## config.mk

```make
export PLATFORM = sky130hd
export DESIGN_NAME = gesture_model_acc_requant_24s_8s
export DESIGN_NICKNAME = d
export VERILOG_FILES = /design/src/rtl/gesture_model_acc_requant_24s_8s.sv
export SDC_FILE = /design/constraint.sdc
export NUM_CORES = 1
export LEC_CHECK = 0
export ABC_AREA = 1
export ABC_CLOCK_PERIOD_IN_PS = 8100
export CORE_ASPECT_RATIO = 2
export CORE_MARGIN = 2
export CORE_UTILIZATION = 31
export CTS_CLUSTER_DIAMETER = 80
export DETAILED_ROUTE_END_ITERATION = 8
export GPL_TIMING_DRIVEN = 1
export SETUP_SLACK_MARGIN = 0.4
export SLEW_MARGIN = 20
export SYNTH_ARGS = -nofsm -noshare
export SYNTH_HDL_FRONTEND = slang
export SYNTH_SLANG_ARGS = --single-unit
export TNS_END_PERCENT = 1
```

## constraint.sdc

```tcl
create_clock -name clk -period 8.1 [get_ports clk]
set_input_delay 0.81 -clock clk [delete_from_list [all_inputs] [get_ports clk]]
set_output_delay 0.81 -clock clk [all_outputs]
set_load 0.05 [all_outputs]
```

## src/rtl/gesture_model_acc_requant_24s_8s.sv

```systemverilog
// Streaming accumulate-and-requantize stage: sums cfg_len signed products plus a bias, then
// applies a rounding arithmetic right shift and saturates to a signed OUT_WIDTH activation.
module gesture_model_acc_requant_24s_8s #(
  parameter int unsigned PROD_WIDTH = 24,
  parameter int unsigned ACC_WIDTH  = 32,
  parameter int unsigned OUT_WIDTH  = 8,
  parameter int unsigned LEN_WIDTH  = 10
) (
  input  logic                         clk,
  input  logic                         reset,
  input  logic                         ce,
  input  logic [LEN_WIDTH-1:0]         cfg_len,
  input  logic [4:0]                   cfg_shift,
  input  logic signed [ACC_WIDTH-1:0]  cfg_bias,
  input  logic                         in_valid,
  output logic                         in_ready,
  input  logic signed [PROD_WIDTH-1:0] din,
  output logic                         out_valid,
  input  logic                         out_ready,
  output logic signed [OUT_WIDTH-1:0]  dout,
  output logic                         out_sat,
  output logic                         busy
);

  typedef enum logic [1:0] {StIdle, StAccum, StRound, StHold} state_e;

  // One extra bit so the rounding add on a full-scale accumulator cannot overflow.
  localparam int unsigned RW = ACC_WIDTH + 1;
  localparam logic signed [RW-1:0] OutMax = RW'((64'sd1 <<< (OUT_WIDTH - 1)) - 64'sd1);
  localparam logic signed [RW-1:0] OutMin = RW'(-(64'sd1 <<< (OUT_WIDTH - 1)));

  state_e                        state_q;
  logic [LEN_WIDTH-1:0]          len_q;
  logic [LEN_WIDTH-1:0]          cnt_q;
  logic [4:0]                    shift_q;
  logic signed [ACC_WIDTH-1:0]   acc_q;
  logic signed [OUT_WIDTH-1:0]   dout_q;
  logic                          sat_q;

  logic                          in_xfer;
  logic                          out_xfer;
  logic signed [ACC_WIDTH-1:0]   din_ext;
  logic [LEN_WIDTH-1:0]          first_len;
  logic [LEN_WIDTH-1:0]          cnt_inc;
  logic signed [RW-1:0]          acc_ext;
  logic signed [RW-1:0]          rnd_add;
  logic signed [RW-1:0]          sum_w;
  logic signed [RW-1:0]          r_w;
  logic                          r_hi;
  logic                          r_lo;
  logic signed [OUT_WIDTH-1:0]   clip_val;

  assign in_ready  = ce & ((state_q == StIdle) | (state_q == StAccum));
  assign out_valid = ce & (state_q == StHold);
  assign busy      = (state_q != StIdle);
  assign dout      = dout_q;
  assign out_sat   = sat_q;

  assign in_xfer  = in_valid & in_ready;
  assign out_xfer = out_valid & out_ready;

  assign din_ext   = ACC_WIDTH'(din);
  assign first_len = (cfg_len == '0) ? LEN_WIDTH'(1) : cfg_len;
  assign cnt_inc   = cnt_q + LEN_WIDTH'(1);

  // Round half up: add 2^(shift-1) before the arithmetic shift.
  assign acc_ext  = RW'(acc_q);
  assign rnd_add  = (shift_q == 5'd0) ? '0 : (RW'(1) << (shift_q - 5'd1));
  assign sum_w    = acc_ext + rnd_add;
  assign r_w      = sum_w >>> shift_q;
  assign r_hi     = (r_w > OutMax);
  assign r_lo     = (r_w < OutMin);
  assign clip_val = r_hi ? OutMax[OUT_WIDTH-1:0] :
                    r_lo ? OutMin[OUT_WIDTH-1:0] : r_w[OUT_WIDTH-1:0];

  always_ff @(posedge clk or negedge reset) begin
    if (!reset) begin
      state_q <= StIdle;
      len_q   <= '0;
      cnt_q   <= '0;
      shift_q <= '0;
      acc_q   <= '0;
      dout_q  <= '0;
      sat_q   <= 1'b0;
    end else if (ce) begin
      case (state_q)
        StIdle: begin
          if (in_xfer) begin
            len_q   <= first_len;
            shift_q <= cfg_shift;
            acc_q   <= cfg_bias + din_ext;
            cnt_q   <= LEN_WIDTH'(1);
            state_q <= (first_len == LEN_WIDTH'(1)) ? StRound : StAccum;
          end
        end
        StAccum: begin
          if (in_xfer) begin
            acc_q <= acc_q + din_ext;
            cnt_q <= cnt_inc;
            if (cnt_inc == len_q) begin
              state_q <= StRound;
            end
          end
        end
        StRound: begin
          dout_q  <= clip_val;
          sat_q   <= r_hi | r_lo;
          state_q <= StHold;
        end
        StHold: begin
          if (out_xfer) begin
            state_q <= StIdle;
          end
        end
        default: state_q <= StIdle;
      endcase
    end
  end

endmodule

```

==> results of run 1 <==
## logic make-up after synthesis
logic type	count (synthesis)	share of synthesized area (%)
and+or+nand+nor	1209	51.3
buffers and inverters	287	10.6
AOI/OAI and AO/OA	168	9.11
adders and majority gates	70	8.52
DFF	68	16.3
xor gates and xnor gates	41	3.44
muxes	6	0.635
other	1	0.0359
## state kept, by name (all words and copies together), names as in the netlist
| signal | flops |
|---|---|
| acc_q | 32 |
| cnt_q | 10 |
| len_q | 10 |
| dout | 8 |
| shift_q | 5 |
| state_q | 2 |
| out_sat | 1 |
## final cells by class
cell class | count | share of cell area [%]
multi-input combinational | 1495 | 63.5
sequential | 68 | 14.2
timing repair buffer | 102 | 8.14
inverter | 226 | 7.10
tap | 436 | 4.54
clock buffer | 9 | 1.87
clock inverter | 7 | 0.687
## routing by layer
layer | global-route usage, % | wire length [um]
met1 | 23.0 | 14400
met2 | 48.5 | 23800
met3 | 2.80 | 1220
met4 | 22.0 | 4420
met5 | 0 | 0
## synth_stat cells, drive strengths merged, types with 5 or more instances
cell,count
ha,68
dfrtp,68
clkbuf,28
buf,33
nor2,155
nand3b,14
nor3,11
or2,6
a21oi,57
nand2,669
nand3,340
o21ai,70
a221oi,5
o22ai,8
o21bai,6
xor2,23
clkinv,5
mux2,5
inv,221
nand4,10
xnor2,18
## critical path: cells and delay by family (launching register included)
family          cells  cell delay (ps)
simple gates       21             3740
flops               1              320
compound gates      1              300
buf+inv             5              920
fa+ha+maj           1              510
## stage by stage
step | std cells | hold slack, ps | worst slack, ps | cell area, sq um
global route | 2343 | 519 | 1990 | 12000
detailed placement | 2327 | 484 | 2440 | 11700
CTS | 2343 | 500 | 2410 | 12000
global placement | 2327 | 482 | 2400 | 11700
floorplan | 1850 | 460 | 4180 | 10500
finish | 2343 | 495 | 2240 | 12000
## where the power goes
group / leakage, nW / total [mW] / internal (mW) / switching [mW]
sequential: 0.840 / 0.620 / 0.488 / 0.132
combinational: 5.26 / 3.69 / 1.13 / 2.56
clock: 0.151 / 0.427 / 0.242 / 0.185
total: 6.25 / 4.74 / 1.87 / 2.87
## worst min-delay path by stage
stage              from       end  slack (ps)
6_report        dout[7]   dout[7]         490
5_1_grt         dout[4]   dout[4]         520
4_1_cts         dout[1]   dout[1]         500
3_5_place_dp    dout[7]   dout[7]         480
3_3_place_gp    dout[7]   dout[7]         480
2_1_floorplan  len_q[3]  len_q[3]         460
==> impl_results.md, run 1 <==
- Reg area: 1700 sq um
- Post-DRT Antenna Nets: 0
- Vias in the first global route: 12230
- FF-to-FF Start: shift_q[1]
- Crit path arrival time: 6170 ps
- Router iterations before antenna repair: 8
- Fin. max-slew vios: 0
- Global route overflow: 0
- Synthesized instance count: 1850
- Area grow syn2layout: 15.1%
- Final wirelength: 43800 um
- Min-Delay Path Depth: 2
- PortBufs: 87
- WL/cell: 18.7 um
- Worst-path cell with the longest stage delay: nor3_1
- HPWL Detailed: 36500 um
- Setup Buffers After CTS: 0
- Max Fanout on Critical Path: 45
- PwrDens: 394 nW/um^2
- Top FF cell, synth: dfrtp_1
- Commonest non-fill, non-tap cells in the layout: nand2_1 (641), nand3_1 (314), inv_1 (214), nor2_1 (139), clkdlybuf4s50_1 (86)
- Hold Vio Cnt, Final: 0
- Worst hold path class: flip-flop to flip-flop
- IR drop worst, VDD: 0.159 mV
- CP max stage delay: 860 ps
- CTS Root Buffer Type: clkbuf_16
- Critical Path RT: 8410 ps
- Static leakage: 6.25 nW
- Multi-input gate area: 7640 sq um
- Post-cts gate resize count: 0
- CTS H-tree lvls: 3
- Worst Clk Skew: 15.1 ps
- Worst slew pin tran: 1040 ps
- Crit path capture: dout[6]
- Worst-case reg-to-reg path depth: 28
- GR Util All Layers: 25.4%
- Finished Core Util: 36.0%
- FILL cells: 3780
- Total CTS buffers: 9
- Die Span X: 134 um
- Reg2reg end: dout[6]
- Top cell type's share of synthesized area: 23.0%
- Number of synthesized flops with an enable pin: 0
- Initial core utilization: 31.3%
- Post-synth cell types: 57
- Fin Setup TNS: 0 ps
- Startpoint Class: flip-flop
- Initial antenna violation count: 0
- Global-route wire length before repair: 67800 um
- Clk_lat worst skew: 380 ps
- Clock Path Buffers: 2
- Share of cells above drive strength 1: 6.45%
- Worst Setup SP: shift_q[1]
- Mapped Nets: 1996
- R2R Setup Slk: 2240 ps
- Most common cell after layout, fill and taps aside: nand2_1
- Tmin final: 5860 ps
- Clock transition at path regs: 60 ps
- Max-Cap Viols: 0
- Nets: 2048
- Post-synth ARST share: 100%
- IO Pins: 88
- Register area share after synthesis: 16.3%
- Period utilization: 72.4%
- Synthesized area: 10500 sq um
- Core footprint: 33400 sq um
- CP endpoint kind: flip-flop
- Initial DRC Count: 587
- ANT cells: 0
- GPL Wtd Cong: 1.04
- Vias: 12167
- RSZ-0062 raised after global routing: false
- CTS tree: done
- Clock sinks: 68
- Die Y-Extent: 264 um
- Die Area: 35300 sq um
- Vias per inst: 5.19
- DRC Markers: 0
- Final setup vio count: 0
- Post-Syn Area per Cell: 5.65 sq um
- Largest net degree at the start of global routing: 69
- Syn. warnings: 0
- Power after layout: 4.74 mW
- Number of synthesized register bits: 68
- Yosys top cell by area: nand2_1
- Fmax: 171 MHz
- Slew margin rel.: 30.3%
- Status: finished, final reports clean
- Hold Buf Count CTS: 0
- CP Class: flip-flop to flip-flop
- Row cnt: 95
- Most frequent CP cell: nand2_1
- Ranking of synthesized cells by area: nand2_1 (23%), dfrtp_1 (16%), nand3_1 (15%)
Note: power is estimated with default switching activity, not from simulation.
==> inputs of run 2 (changes only) <==
--- a/config.mk
+++ b/config.mk
@@ -6,7 +6,7 @@
 export NUM_CORES = 1
 export LEC_CHECK = 0
 export ABC_AREA = 1
-export ABC_CLOCK_PERIOD_IN_PS = 8100
+export ABC_CLOCK_PERIOD_IN_PS = 5580
 export CORE_ASPECT_RATIO = 2
 export CORE_MARGIN = 2
 export CORE_UTILIZATION = 31
==> constraint.sdc (replaced) <==
create_clock -name clk -period 5.58 [get_ports clk]
set_input_delay 0.558 -clock clk [delete_from_list [all_inputs] [get_ports clk]]
set_output_delay 0.558 -clock clk [all_outputs]
set_load 0.05 [all_outputs]
==> impl_results.md, run 2 (synthesis results as in run 1) <==
- Die Area: 35300 sq um (unchanged)
- Worst Clk Skew: 9.81 ps (-5.29 ps)
- Core footprint: 33400 sq um (unchanged)
- Placed Area: 11700 sq um (+0.26%)
- Critical Path RT: 5830 ps (-2580 ps)
- Clock Path Buffers: 2 (unchanged)
- Post-DRT Antenna Nets: 0 (unchanged)
- Final setup vio count: 0 (unchanged)
- Largest Register: acc_q
- Reg area: 1700 sq um (unchanged)
- GR Util All Layers: 23.6% (-1.8 points)
- Vias: 12188 (+0.17%)
- Vias in the first global route: 12338 (+0.88%)
- Global-route wire length before repair: 64200 um (-5.3%)
- ANT cells: 0 (unchanged)
- Fin Setup TNS: 0 ps (unchanged)
- Router iterations before antenna repair: 5 (-3)
- Die Y-Extent: 264 um (unchanged)
- IR drop worst, VDD: 0.211 mV (+33%)
- Crit path arrival time: 5170 ps (-1000 ps)
- CTS H-tree lvls: 3 (unchanged)
- Area grow syn2layout: 16.0%
- CTS Root Buffer Type: clkbuf_16
- Hold Vio Cnt, Final: 0 (unchanged)
- Nets: 2053 (+0.24%)
- Total CTS buffers: 9 (unchanged)
- Final wirelength: 41000 um (-6.5%)
- Finished Core Util: 36.3% (+0.30 points)
- IO Pins: 88 (unchanged)
- HPWL Detailed: 34200 um (-6.1%)
- Initial core utilization: 31.3% (unchanged)
- Largest net degree at the start of global routing: 69 (unchanged)
- Worst slack, placed: 409 ps (-2030 ps)
- GPL Wtd Cong: 1.05 (+1.0%)
- CP Class: flip-flop to flip-flop
- WL/cell: 17.5 um (-6.7%)
- Static leakage: 6.27 nW (+0.44%)
- Max Fanout on Critical Path: 31 (-31%)
- CP endpoint kind: flip-flop
- Global route overflow: 0 (unchanged)
- Max-Cap Viols: 0 (unchanged)
- Largest regs: acc_q: 32 flops, cnt_q: 10 flops, len_q: 10 flops
- Initial antenna violation count: 0 (unchanged)
- CTS tree: done
- Die Span X: 134 um (unchanged)
- Slew margin rel.: 38.5% (+8.1 points)
- Initial DRC Count: 861 (+47%)
- Worst Slack Setup Final: 658 ps (-1580 ps)
- Worst slew pin tran: 923 ps (-114 ps)
- Worst hold path class: input port to async pin
- Clk_lat worst skew: 370 ps (about the same)
- Clock transition at path regs: 60 ps (about the same)
- FILL cells: 3717 (-1.7%)
- Tmin final: 4920 ps (-940 ps)
- Fmax: 203 MHz (+19%)
- Startpoint Class: flip-flop
- Share of cells above drive strength 1: 7.48% (+1.0 points)
- RSZ-0062 raised after global routing: false
- PortBufs: 87 (unchanged)
- Period utilization: 88.2% (+16 points)
- Max FFs per register: 32 (unchanged)
- Fin. max-slew vios: 0 (unchanged)
- Most common cell after layout, fill and taps aside: nand2_1
- Fin area: 12100 sq um (+0.82%)
- Multi-input gate area: 7690 sq um (+0.70%)
- PwrDens: 562 nW/um^2 (+43%)
- DRC Markers: 0 (unchanged)
- Status: finished, final reports clean
- Row cnt: 95 (unchanged)
- Clock sinks: 68 (unchanged)
- Vias per inst: 5.19 (about the same)
- Commonest non-fill, non-tap cells in the layout: nand2_1 (636), nand3_1 (312), inv_1 (214), nor2_1 (136), clkdlybuf4s50_1 (86)
==> run 2: cell types whose count changed in the layout (fill, tap and decap cells not counted), moves of 3 or more <==
cell      delta
clkinv_4     -4
nand2_1      -5
nand2_2      +5
buf_4        +3
nor2_1       -3
==> run 2: power by group <==
part	internal (mW)	switching, mW	total (mW)	leakage, nW
Combinational	1.67	3.61	5.28	5.29
Clock	0.353	0.263	0.616	0.145
Sequential	0.709	0.204	0.913	0.840
==> run 2: stage by stage <==
| step | power, mW | instances | hold WS (ps) |
|---|---|---|---|
| after global placement | 6.05 | 2331 | 489 |
| after floorplan | 4.58 | 1850 | 262 |
| final | 6.81 | 2348 | 392 |
| after global routing | 7.44 | 2348 | 486 |
| after CTS | 6.72 | 2347 | 437 |
| after detailed placement | 6.08 | 2331 | 494 |
==> run 2: routing by layer <==
layer | GRT usage [%] | vias up | share of wire [%]
li1 | - | 6089 | -
met1 | 20.9 | 5565 | 33
met2 | 44.5 | 363 | 53
met3 | 2.67 | 171 | 2.9
met4 | 23.1 | 0 | 11
met5 | 0 | - | 0
==> run 2: cell type report <==
| cell class | instances | share of cell area, % |
|---|---|---|
| multi-input combinational | 1495 | 63.4 |
| sequential | 68 | 14.0 |
| timing repair buffer | 107 | 8.44 |
| inverter | 226 | 7.04 |
| tap | 436 | 4.50 |
| clock buffer | 9 | 1.86 |
| clock inverter | 7 | 0.681 |
==> run 2: path summary, 6_finish.rpt <==
| check | from | end | slack (ps) | cells after the start |
|---|---|---|---|---|
| worst max-delay path | shift_q[2] | dout[4] | 660 | 25 |
| worst min-delay path | reset | dout[0] | 390 | 2 |
| worst max register to register | shift_q[2] | dout[4] | 660 | 25 |
| worst min register to register | dout[1] | dout[1] | 510 | 2 |
| max in group asynchronous | reset | acc_q[19] | 4570 | 2 |
| min in group clk | dout[1] | dout[1] | 510 | 2 |
==> run 2: worst max-delay path, cell delays in order, from the launching register on <==
cell and delay [ps]:
dfrtp_1 340, buf_4 340, inv_2 60, nor2_1 90
buf_4 200, nand2_1 100, nor2_1 430, ha_1 370
nand2_2 150, nor2_1 230, nand2_1 220, nor2_1 180
nand2_2 150, nand3_1 120, nand3_1 120, nand3_1 160
nand3_1 290, nand3_1 210, nand2_1 60, o21ai_1 270
and2_1 180, nand2_1 70, nor2_2 120, nand2_2 80
nand3_4 140, nand3_2 80
==> run 2: timing repair <==
action,CTS,global route
resized for setup,1,17
hold buffers,0,0
pin swaps,0,1
cloned,0,0
setup endpoints to repair,6,8
setup buffers,0,1
==> inputs of run 3 (changes only) <==
==> constraint.sdc (replaced) <==
create_clock -name clk -period 5.58 [get_ports clk]
set_input_delay 1.116 -clock clk [delete_from_list [all_inputs] [get_ports clk]]
set_output_delay 1.116 -clock clk [all_outputs]
set_load 0.05 [all_outputs]
==> impl_results.md, run 3 (synthesis results as in run 1) <==
- Status: finished, final reports clean
- CTS tree: done
- Clk_lat worst skew: 370 ps (about the same)
- Clock sinks: 68 (unchanged)
- GR Util All Layers: 23.4% (-0.19 points)
- Period utilization: 85.6% (-2.6 points)
- Fin area: 12100 sq um (-0.21%)
- Worst Clk Skew: 17.0 ps (+7.19 ps)
- Critical Path RT: 5820 ps (about the same)
- Max FFs per register: 32 (unchanged)
- Share of cells above drive strength 1: 7.22% (-0.26 points)
- Delay-heaviest family, CP: simple AND/OR/NAND/NOR gates
- Global route overflow: 0 (unchanged)
- Largest Register: acc_q
- Core footprint: 33400 sq um (unchanged)
- Setup Buffers After CTS: 0 (unchanged)
- Cells after DPL: 2332 (+0.043%)
- Post-DRT Antenna Nets: 0 (unchanged)
- CP max stage delay: 340 ps (-90 ps)
- Initial antenna violation count: 0 (unchanged)
- DRC Markers: 0 (unchanged)
- RSZ-0062 raised after global routing: false
- Vias in the first global route: 12029 (-2.5%)
- CP endpoint kind: flip-flop
- Startpoint Class: flip-flop
- HPWL Detailed: 34800 um (+1.5%)
- Layout Cells excl Fill: 2348 (unchanged)
- Total CTS buffers: 9 (unchanged)
- PortBufs: 87 (unchanged)
- Most common cell after layout, fill and taps aside: nand2_1
- Die Area: 35300 sq um (unchanged)
- Crit path buf inv count: 6 (+3)
- Max-Cap Viols: 0 (unchanged)
- Vias per inst: 5.15 (-0.85%)
- Nets: 2053 (unchanged)
- Initial core utilization: 31.3% (unchanged)
- Row cnt: 95 (unchanged)
- Worst hold path class: flip-flop to flip-flop
- Clock transition at path regs: 60 ps (about the same)
- PwrDens: 558 nW/um^2 (-0.70%)
- IR drop worst, VDD: 0.197 mV (-6.6%)
- CP Class: flip-flop to flip-flop
- Largest net degree at the start of global routing: 69 (unchanged)
- Fmax: 209 MHz (+3.1%)
- CTS H-tree lvls: 3 (unchanged)
- Die Span X: 134 um (unchanged)
- Fin. max-slew vios: 0 (unchanged)
- Slew margin rel.: 34.6% (-3.9 points)
- Worst-path cell with the longest stage delay: dfrtp_1
- Router iterations before antenna repair: 5 (unchanged)
- Area grow syn2layout: 15.8%
- Power after layout: 6.75 mW (-0.90%)
- WL/cell: 17.5 um (+0.34%)
- Die Y-Extent: 264 um (unchanged)
- CTS Root Buffer Type: clkbuf_16
- Tmin final: 4770 ps (-148 ps)
- Post-cts gate resize count: 0 (-1)
- Placed Area: 11800 sq um (about the same)
- GPL Wtd Cong: 0.965 (-8.3%)
- Max Fanout on Critical Path: 31 (unchanged)
- Static leakage: 6.28 nW (+0.16%)
- Final wirelength: 41100 um (+0.34%)
- Hold Buf Count CTS: 0 (unchanged)
- Hold Vio Cnt, Final: 0 (unchanged)
- ANT cells: 0 (unchanged)
- Final setup vio count: 0 (unchanged)
- Commonest non-fill, non-tap cells in the layout: nand2_1 (636), nand3_1 (312), inv_1 (214), nor2_1 (137), clkdlybuf4s50_1 (86)
- Worst slew pin tran: 981 ps (+58.1 ps)
- Initial DRC Count: 842 (-2.2%)
- Global-route wire length before repair: 63400 um (-1.2%)
- Fin Setup TNS: 0 ps (unchanged)
- Most frequent CP cell: nand2_1
- Clock Path Buffers: 2 (unchanged)
- Largest regs: acc_q: 32 flops, cnt_q: 10 flops, len_q: 10 flops
- IO Pins: 88 (unchanged)
- Vias: 12085 (-0.85%)
- FILL cells: 3688 (-0.78%)
- Crit path arrival time: 5020 ps (-150 ps)
- Hold WS: 507 ps (+115 ps)
[run 3: metal layers]
layer	up-vias	GRT usage, %	part of all wire (%)
met2	348	45.7	55
li1	6101	-	-
met4	0	19.2	9.3
met5	-	0	0
met1	5490	21.2	33
met3	146	2.13	2.7
[run 3: per-stage QoR]
stage | setup slack (ps) | utilization (%)
finish | 806 | 36.2
detailed placement | 740 | 35.2
CTS | 711 | 36.1
floorplan | 1660 | -
global placement | 769 | 35.2
global route | 457 | 36.2
[run 3: cell type report]
cell class              count  area (sq um)  share of cell area, %
clock buffers               9           225                   1.86
clock inverters             7          83.8                  0.693
inverters                 226           853                   7.05
multi-input cells        1495          7670                   63.4
flip-flops and latches     68          1700                   14.1
well taps                 436           546                   4.51
repair buffers            107          1020                   8.43
[run 3: tightest hold or removal path: stages (launching register included)]
cell     delay [ps]
dfrtp_1         350
nand2_1          70
nand3_2          60
[run 3: power by group]
| part | total, mW | internal [mW] | switching [mW] |
|---|---|---|---|
| clock network | 0.625 | 0.354 | 0.271 |
| registers | 0.922 | 0.709 | 0.213 |
| logic | 5.21 | 1.66 | 3.54 |
| total | 6.75 | 2.73 | 4.03 |
[run 3: final timing paths]
check                            from         to  slack, ps  depth (start not counted)
max in group asynchronous       reset  acc_q[20]       3950                          2
min                           dout[5]    dout[5]        510                          2
min reg2reg                   dout[5]    dout[5]        510                          2
max                        shift_q[2]    dout[6]        810                         29
min in group asynchronous       reset   len_q[8]        990                          2
max reg2reg                shift_q[2]    dout[6]        810                         29
